===== src/rtl/rise_event_arbiter_pkg.sv =====
// Shared definitions for the rise-event arbiter: FSM encodings and the
// channel-index width helper.
package rise_event_arbiter_pkg;

   typedef enum logic {
      ST_IDLE    = 1'b0,
      ST_PRESENT = 1'b1
   } arb_state_e;

   // Channel index width, never narrower than one bit.
   function automatic int ch_w(input int n);
      return (n > 1) ? $clog2(n) : 1;
   endfunction

endpackage


===== src/rtl/rise_event_arbiter_if.sv =====
// Event record port: one record per valid/ready handshake.
interface rise_event_arbiter_if
   import rise_event_arbiter_pkg::*;
#(
   parameter int DATA_WIDTH = 8,
   parameter int CNT_WIDTH  = 4
);
   localparam int CH_W = ch_w(DATA_WIDTH);

   logic                 valid;
   logic                 ready;
   logic [CH_W-1:0]      chan;
   logic [CNT_WIDTH-1:0] count;
   logic                 overflow;

   modport master (output valid, chan, count, overflow, input ready);
   modport slave  (input valid, chan, count, overflow, output ready);
endinterface


===== src/rtl/rise_event_arbiter_lsb_priority_enc.sv =====
// Lowest-set-bit encoder: idx is the lowest asserted request, any is its OR.
module lsb_priority_enc
   import rise_event_arbiter_pkg::*;
#(
   parameter int DATA_WIDTH = 8,
   localparam int CH_W      = ch_w(DATA_WIDTH)
) (
   input  logic [DATA_WIDTH-1:0] req,
   output logic [CH_W-1:0]       idx,
   output logic                  any
);

   always_comb begin
      idx = '0;
      any = |req;
      // Scan downward so the lowest set bit is the last one written.
      for (int i = DATA_WIDTH - 1; i >= 0; i--) begin
         if (req[i]) idx = CH_W'(i);
      end
   end

endmodule


===== src/rtl/rise_event_arbiter.sv =====
// Sticky per-channel pending/count/overflow tracking for rise pulses, drained
// lowest-index-first one record at a time over a valid/ready port.
module rise_event_arbiter
   import rise_event_arbiter_pkg::*;
#(
   parameter int DATA_WIDTH = 8,
   parameter int CNT_WIDTH  = 4
) (
   input  logic                  clk,
   input  logic                  reset,
   input  logic [DATA_WIDTH-1:0] pulse_in,
   rise_event_arbiter_if.master  evt,
   output logic [DATA_WIDTH-1:0] pending,
   output logic                  irq
);

   localparam int CH_W = ch_w(DATA_WIDTH);
   localparam logic [CNT_WIDTH-1:0] CNT_MAX = '1;

   arb_state_e state, state_next;
   logic [CH_W-1:0]                     chan_q;
   logic [DATA_WIDTH-1:0][CNT_WIDTH-1:0] cnt;
   logic [DATA_WIDTH-1:0]               ovf;
   logic [CH_W-1:0]                     sel_idx;
   logic                                sel_any;
   logic                                take;

   lsb_priority_enc #(.DATA_WIDTH(DATA_WIDTH)) u_enc (
      .req (pending),
      .idx (sel_idx),
      .any (sel_any)
   );

   assign take = evt.valid && evt.ready;

   for (genvar i = 0; i < DATA_WIDTH; i++) begin : g_chan
      logic clr;
      assign clr = take && (chan_q == CH_W'(i));

      // A pulse landing on the cycle its channel is popped restarts the
      // record at one event rather than being dropped.
      always_ff @(posedge clk) begin
         if (reset) begin
            pending[i] <= 1'b0;
            cnt[i]     <= '0;
            ovf[i]     <= 1'b0;
         end else if (pulse_in[i]) begin
            pending[i] <= 1'b1;
            if (clr) begin
               cnt[i] <= CNT_WIDTH'(1);
               ovf[i] <= 1'b0;
            end else if (cnt[i] == CNT_MAX) begin
               ovf[i] <= 1'b1;
            end else begin
               cnt[i] <= cnt[i] + CNT_WIDTH'(1);
            end
         end else if (clr) begin
            pending[i] <= 1'b0;
            cnt[i]     <= '0;
            ovf[i]     <= 1'b0;
         end
      end
   end

   always_ff @(posedge clk) begin
      if (reset) state <= ST_IDLE;
      else       state <= state_next;
   end

   always_comb begin
      state_next = state;
      case (state)
         ST_IDLE:    if (sel_any) state_next = ST_PRESENT;
         ST_PRESENT: if (evt.ready) state_next = ST_IDLE;
         default:    state_next = ST_IDLE;
      endcase
   end

   always_ff @(posedge clk) begin
      if (reset)                             chan_q <= '0;
      else if (state == ST_IDLE && sel_any)  chan_q <= sel_idx;
   end

   always_comb begin
      evt.valid    = (state == ST_PRESENT);
      evt.chan     = chan_q;
      evt.count    = cnt[chan_q];
      evt.overflow = ovf[chan_q];
      irq          = |pending;
   end

endmodule

===== src/flat_wrapper.sv =====
// flat-port wrapper written by rule: the top's interface ports become plain ports
module rise_event_arbiter_flat import rise_event_arbiter_pkg::*;
#(
   parameter int DATA_WIDTH = 8,
   parameter int CNT_WIDTH  = 4
)
  (clk, reset, pulse_in, pending, irq, evt_valid, evt_chan, evt_count, evt_overflow, evt_ready);
  rise_event_arbiter_if #(.DATA_WIDTH(DATA_WIDTH), .CNT_WIDTH(CNT_WIDTH)) evt_i ();
  input  logic clk;
  input  logic reset;
  input  logic [DATA_WIDTH-1:0] pulse_in;
  output logic [DATA_WIDTH-1:0] pending;
  output logic irq;
  output wire logic [$bits(evt_i.valid)-1:0] evt_valid;
  output wire logic [$bits(evt_i.chan)-1:0] evt_chan;
  output wire logic [$bits(evt_i.count)-1:0] evt_count;
  output wire logic [$bits(evt_i.overflow)-1:0] evt_overflow;
  input wire logic [$bits(evt_i.ready)-1:0] evt_ready;
  assign evt_valid = evt_i.valid;
  assign evt_chan = evt_i.chan;
  assign evt_count = evt_i.count;
  assign evt_overflow = evt_i.overflow;
  assign evt_i.ready = evt_ready;
  rise_event_arbiter #(.DATA_WIDTH(DATA_WIDTH), .CNT_WIDTH(CNT_WIDTH)) u_core (.clk(clk), .reset(reset), .pulse_in(pulse_in), .evt(evt_i), .pending(pending), .irq(irq));
endmodule

===== config.mk =====
export PLATFORM = sky130hd
export DESIGN_NAME = rise_event_arbiter_flat
export DESIGN_NICKNAME = d
export VERILOG_FILES = /design/src/rtl/rise_event_arbiter_pkg.sv /design/src/rtl/rise_event_arbiter_if.sv /design/src/rtl/rise_event_arbiter_lsb_priority_enc.sv /design/src/rtl/rise_event_arbiter.sv /design/src/flat_wrapper.sv
export SDC_FILE = /design/constraint.sdc
export NUM_CORES = 1
export LEC_CHECK = 0
export ABC_AREA = 1
export BUFFER_PORTS_ARGS = -buffer_cell sky130_fd_sc_hd__buf_4
export CAP_MARGIN = 20
export CORE_UTILIZATION = 50
export CTS_CLUSTER_SIZE = 30
export DETAILED_ROUTE_END_ITERATION = 10
export PLACE_DENSITY = 0.7
export SLEW_MARGIN = 20
export SYNTH_ARGS = -nofsm -noshare
export SYNTH_HDL_FRONTEND = slang
export SYNTH_HIERARCHICAL = 1
export SYNTH_SLANG_ARGS = --single-unit

===== constraint.sdc =====
create_clock -name clk -period 1.45 [get_ports clk]
set_input_delay 0.2175 -clock clk [delete_from_list [all_inputs] [get_ports clk]]
set_output_delay 0.2175 -clock clk [all_outputs]
set_load 0.01 [all_outputs]

# Yosys cells after proc, flatten, opt, wreduce, memory -nomap -nowiden
# Cells that the tools add are included.
totals:
  input_bits: 11
  ff_bits: 52
  wordCells: 190
  out_inout_bits: 18
op_classes:
  order_cmp: 1
  bitwise_logic: 1
  n_addsub: 8
  reduce_logical: 44
  n_mux: 87
  eq_ne: 23
op_table:
  columns: ["cell", "count"]
  rows:
  - ["4-bit two-way mux", 33]
  - ["1-bit two-way mux", 43]
  - ["4-bit by 1-bit adder with 4-bit output, second input constant", 8]
  - ["4-bit == test, second input constant", 8]
  - ["2-bit AND reduction", 16]
  - ["2-bit nonzero test", 16]
  - ["3-bit two-way mux", 8]
  - ["2-bit by 1-bit != test with 1-bit output, second input constant", 8]
  - ["4-bit binary-select mux with 3-bit select", 1]
  - ["3-bit == test, second input constant", 4]
  - ["1-bit logical AND", 10]
  - ["8-bit OR reduction", 1]
  - ["3-bit by 2-bit == test with 1-bit output, second input constant", 2]
  - ["3-bit by 4-bit less-than comparator with 1-bit output, second input constant", 1]
  - ["1-bit binary-select mux with 3-bit select", 1]
  - ["3-bit by 1-bit == test with 1-bit output, second input constant", 1]
  - ["3-bit logical NOT", 1]
  - ["1-bit one-hot mux with 2 select lines", 1]
  - ["1-bit inverter", 1]

# Depth between registers and ports, before layout
logic_depth:
  word_depth: 8
  mapped_depth: 9
  mapped_depth_nobuf: 9

# Modules after synthesis
# Netlist, hierarchy kept.
modules_own_cells:
  columns: ["module", "cells_per_inst", "n_inst", "area_each_um2", "seq_area_each_um2"]
  rows:
  - ["rise_event_arbiter", 385, 1, 2590.0, 1041.0]
  - ["lsb_priority_enc", 22, 1, 98.8, 0.0]

# Least setup slack after synthesis
# OpenSTA, ideal clock, no wires.
synth_timing:
  path_type: "register to output"
  from: "register u_core.chan_q[1] (netlist: u_core/evt.chan[1])"
  to: "output port evt_count[0]"
  arrival_ps: 1145
  stages_incl_launch_ff: 8
  t_required_ps: 1233
  path_buffers: 1
  setup_slack_ps: 88
  cell_sequence: "dfxtp_1 nand2_1 inv_1 clkbuf_1 nand2_1 nand4_1 nand2_1 nand2_1"
synth_via:
  elab_chain_len: 2
synth_rtl:
  columns: ["item", "line", "text"]
  rows:
  - ["from (decl)", "rise_event_arbiter.sv:21", "logic [CH_W-1:0] chan_q;"]
  - ["from (signal assigned)", "rise_event_arbiter.sv:81", "else if (state == ST_IDLE && sel_any) chan_q <= sel_idx;"]
  - ["4-bit binary-select mux with 3-bit select", "rise_event_arbiter.sv:87", "evt.count = cnt[chan_q];"]
  - ["4-bit two-way mux (implied by the code)", "rise_event_arbiter.sv:87", null]
  - ["to (decl)", "flat_wrapper.sv:16", "output wire logic [$bits(evt_i.count)-1:0] evt_count;"]
# Every way passes these cells. The select of a mux whose other input is x is not followed.

# Worst setup path after layout
layout_timing:
  from: "register u_core.chan_q[1] (netlist: u_core/evt.chan[1])"
  to: "output port evt_count[2]"
# The elaborated chain is that of the path after synthesis.

==> results.sh <==
export IMPL_max_slew_margin_pct=82.4
export IMPL_crit_family="simple AND/OR/NAND/NOR gates"
export IMPL_reg2reg_slack_ns=0.12
export IMPL_ys_seq_elements=52
export IMPL_synth_top_area_share_pct=38.7
export IMPL_worstSetupStartpointType="register"
export IMPL_die_h_um=75.3
export IMPL_nets=477
export IMPL_antennaDiodeCount=0
export IMPL_clock_path_buffers=2
export IMPL_violations="setup timing"
export IMPL_yosys_most_used_dff="dfxtp_1"
export IMPL_fin_ws_ns=-0.199
export IMPL_grtUsageTotal_pct=27.5
export IMPL_cts_max_level=2
export IMPL_synthTopCellsByCount="132 x nand2_1, 52 x dfxtp_1, 50 x nor2_1"
export IMPL_syn_num_nets=426
export IMPL_cp_num_buf_inv=2
export IMPL_post_route_min_period_ns=1.65
export IMPL_synth_seq_area_share_pct=38.7
export IMPL_p_per_area_nw_per_um2=945
export IMPL_post_drt_via_cell_ratio=5.38
export IMPL_first_global_vias=2549
export IMPL_tritoncts="yes"
export IMPL_dp_final_hpwl_um=5470
export IMPL_fin_cells=529
export IMPL_critical_path_class="reg2out"
export IMPL_cp_arrival_ns=1.43
export IMPL_maxSlewViolCount=0
export IMPL_clk_pin_slew_ns=0.09
export IMPL_cp_end_kind="output port"
export IMPL_crit_top_cell="nand2_1"
export IMPL_path_cells="nor2_4 -> buf_6 -> nand2_1 -> nand4_1 -> nand2_1 -> nand2_1 -> buf_4"
export IMPL_start_util_pct=52.3
export IMPL_cts_root_buf="clkbuf_8"
export IMPL_synth_area_leaders="dfxtp_1 39%, nand2_1 18%, nand3_1 8.4%"
export IMPL_fp_dieArea_um2=5670
export IMPL_final_setup_viol_count=5
export IMPL_drc=0
export IMPL_syn_area_um2=2690
export IMPL_syn_area_per_cell_um2=6.61
export IMPL_vias=2845
export IMPL_io_pins=29
export IMPL_max_stage_delay_ns=0.39
export IMPL_synth_top_cell_by_area="dfxtp_1"
export IMPL_cts_hold_buffers=0
export IMPL_worstMarginPinSlew_ns=0.263
export IMPL_fin_total_pwr_mw=3.19
export IMPL_wl_um=7260
export IMPL_synth_most_common_cell="nand2_1"
export IMPL_ir_worst_vdd_uv=471
export IMPL_final_period_utilization_pct=114
export IMPL_placementRows=26
export IMPL_async_flop_share_pct=0
export IMPL_timing_fmax_mhz=606
export IMPL_cp_max_fo=7
export IMPL_drt_pass1_iterations=5
export IMPL_cts_inserted_buffers=5
export IMPL_finalHoldViolations=0
export IMPL_io_buffers=28
export IMPL_synth_edf_count=0
export IMPL_clock_sinks=52
export IMPL_final_antenna_net_count=0
export IMPL_cap_violations=0
export IMPL_antenna_found_initial=0
export IMPL_area_delta_synth_final_pct=25.6
export IMPL_synth_cells=407
export IMPL_drive_gt1_share_pct=19.8
export IMPL_leakage_nw=1.53
export IMPL_status="finished with violations"
export IMPL_cp_slowest_cell="dfxtp_4"
export IMPL_clk_latency_ns=0.31
export IMPL_required_ns=1.23
export IMPL_fin_skew_ns=0.00642
export IMPL_hp_class="in2reg"
export IMPL_gp_congestion=0.883
export IMPL_grt_remaining_overflow=0
export IMPL_ys_types=23
export IMPL_yosys_warnings=6
export IMPL_post_drt_wl_per_cell_um=13.7
export IMPL_post_place_cells=516
export IMPL_grt_pass1_wl_um=11600
export IMPL_place_worst_setup_slack_ns=0.0908
export IMPL_drt_initial_drc_count=164
export IMPL_rsz0062_at_grt="true"
export IMPL_core_um2=5140
export IMPL_dieWidth_um=75.3
export IMPL_grt_max_degree=18
## state kept, by name (all words and copies together), names as in the netlist
signal and count:
u_core/cnt 32, u_core/evt.chan 3, u_core/evt.valid 1, u_core/ovf 8
u_core/pending 8
## cells by family after synthesis
family | share of synthesized area (%)
simple gates | 39.8
compound gates | 11.6
xor+xnor | 0.652
fa+ha+maj | 3.72
buf+inv | 5.54
flops | 38.7
## cell type report
cell class	instances	area, um2
inverters	28	108
fillers	471	1760
multi-input cells	319	1580
clock inverters	3	42.5
repair buffers	52	437
clock buffers	5	68.8
well taps	70	87.6
flip-flops and latches	52	1050
## cells in the final DEF, fill, tap and decap left out, types with 2 or more instances in the layout
cell type    n
buf_6        9
inv_1       24
nand3_1     45
clkbuf_8     5
buf_4       42
ha_1         8
o21bai_1     5
nand4_1     15
o21ai_0     11
nand2_1    117
inv_2        3
dfxtp_4      2
nor2_1      46
dfxtp_2      2
xor2_1       2
nand3b_1     3
a31oi_1      4
nor2_4       4
dfxtp_1     48
nand2_2     15
a21oi_1     37
## through the flow
step | hold WS (ns) | area (um2) | utilization (%) | TNS (ns)
after global placement | 0.406 | 3100 | 60.3 | 0
final | 0.0881 | 3380 | 65.7 | -0.905
after detailed placement | 0.410 | 3100 | 60.3 | 0
after global routing | 0.0773 | 3380 | 65.7 | -1.31
after CTS | 0.0793 | 3300 | 64.2 | -0.829
after floorplan | 0.311 | 2690 | - | 0
## metal layers
| layer | global-route usage, % | up-vias | routed length [um] |
|---|---|---|---|
| li1 | - | 1459 | - |
| met1 | 33.5 | 1288 | 3260 |
| met2 | 46.9 | 78 | 3450 |
| met3 | 5.03 | 20 | 334 |
| met4 | 13.6 | 0 | 219 |
| met5 | 0 | - | 0 |
## repair_timing
item,4_1_cts,5_1_grt
cloned,2,0
resized for setup,24,23
pin swaps,3,11
buffers inserted,2,1
endpoints found under the setup margin,6,11
## power by group
group          leakage, nW  internal (mW)  switching (mW)  total (mW)
clock               0.0541          0.511           0.483       0.994
sequential           0.427           1.50          0.0887        1.58
combinational         1.05          0.283           0.329       0.613
## final timing paths
| kind | start | endpoint | depth (start not counted) |
|---|---|---|---|
| worst min register to register | u_core/ovf[5]$_SDFFE_PP0P_ | u_core/ovf[5]$_SDFFE_PP0P_ | 2 |
| worst min-delay path | evt_ready | u_core/evt.valid$_SDFF_PP0_ | 2 |
| worst max-delay path | u_core/evt.chan[1]$_SDFFE_PP0P_ | evt_count[2] | 7 |
| worst max register to register | u_core/evt.chan[1]$_SDFFE_PP0P_ | u_core/cnt[1]$_SDFFE_PP0P_ | 7 |
Note: power is estimated with default switching activity, not from simulation.
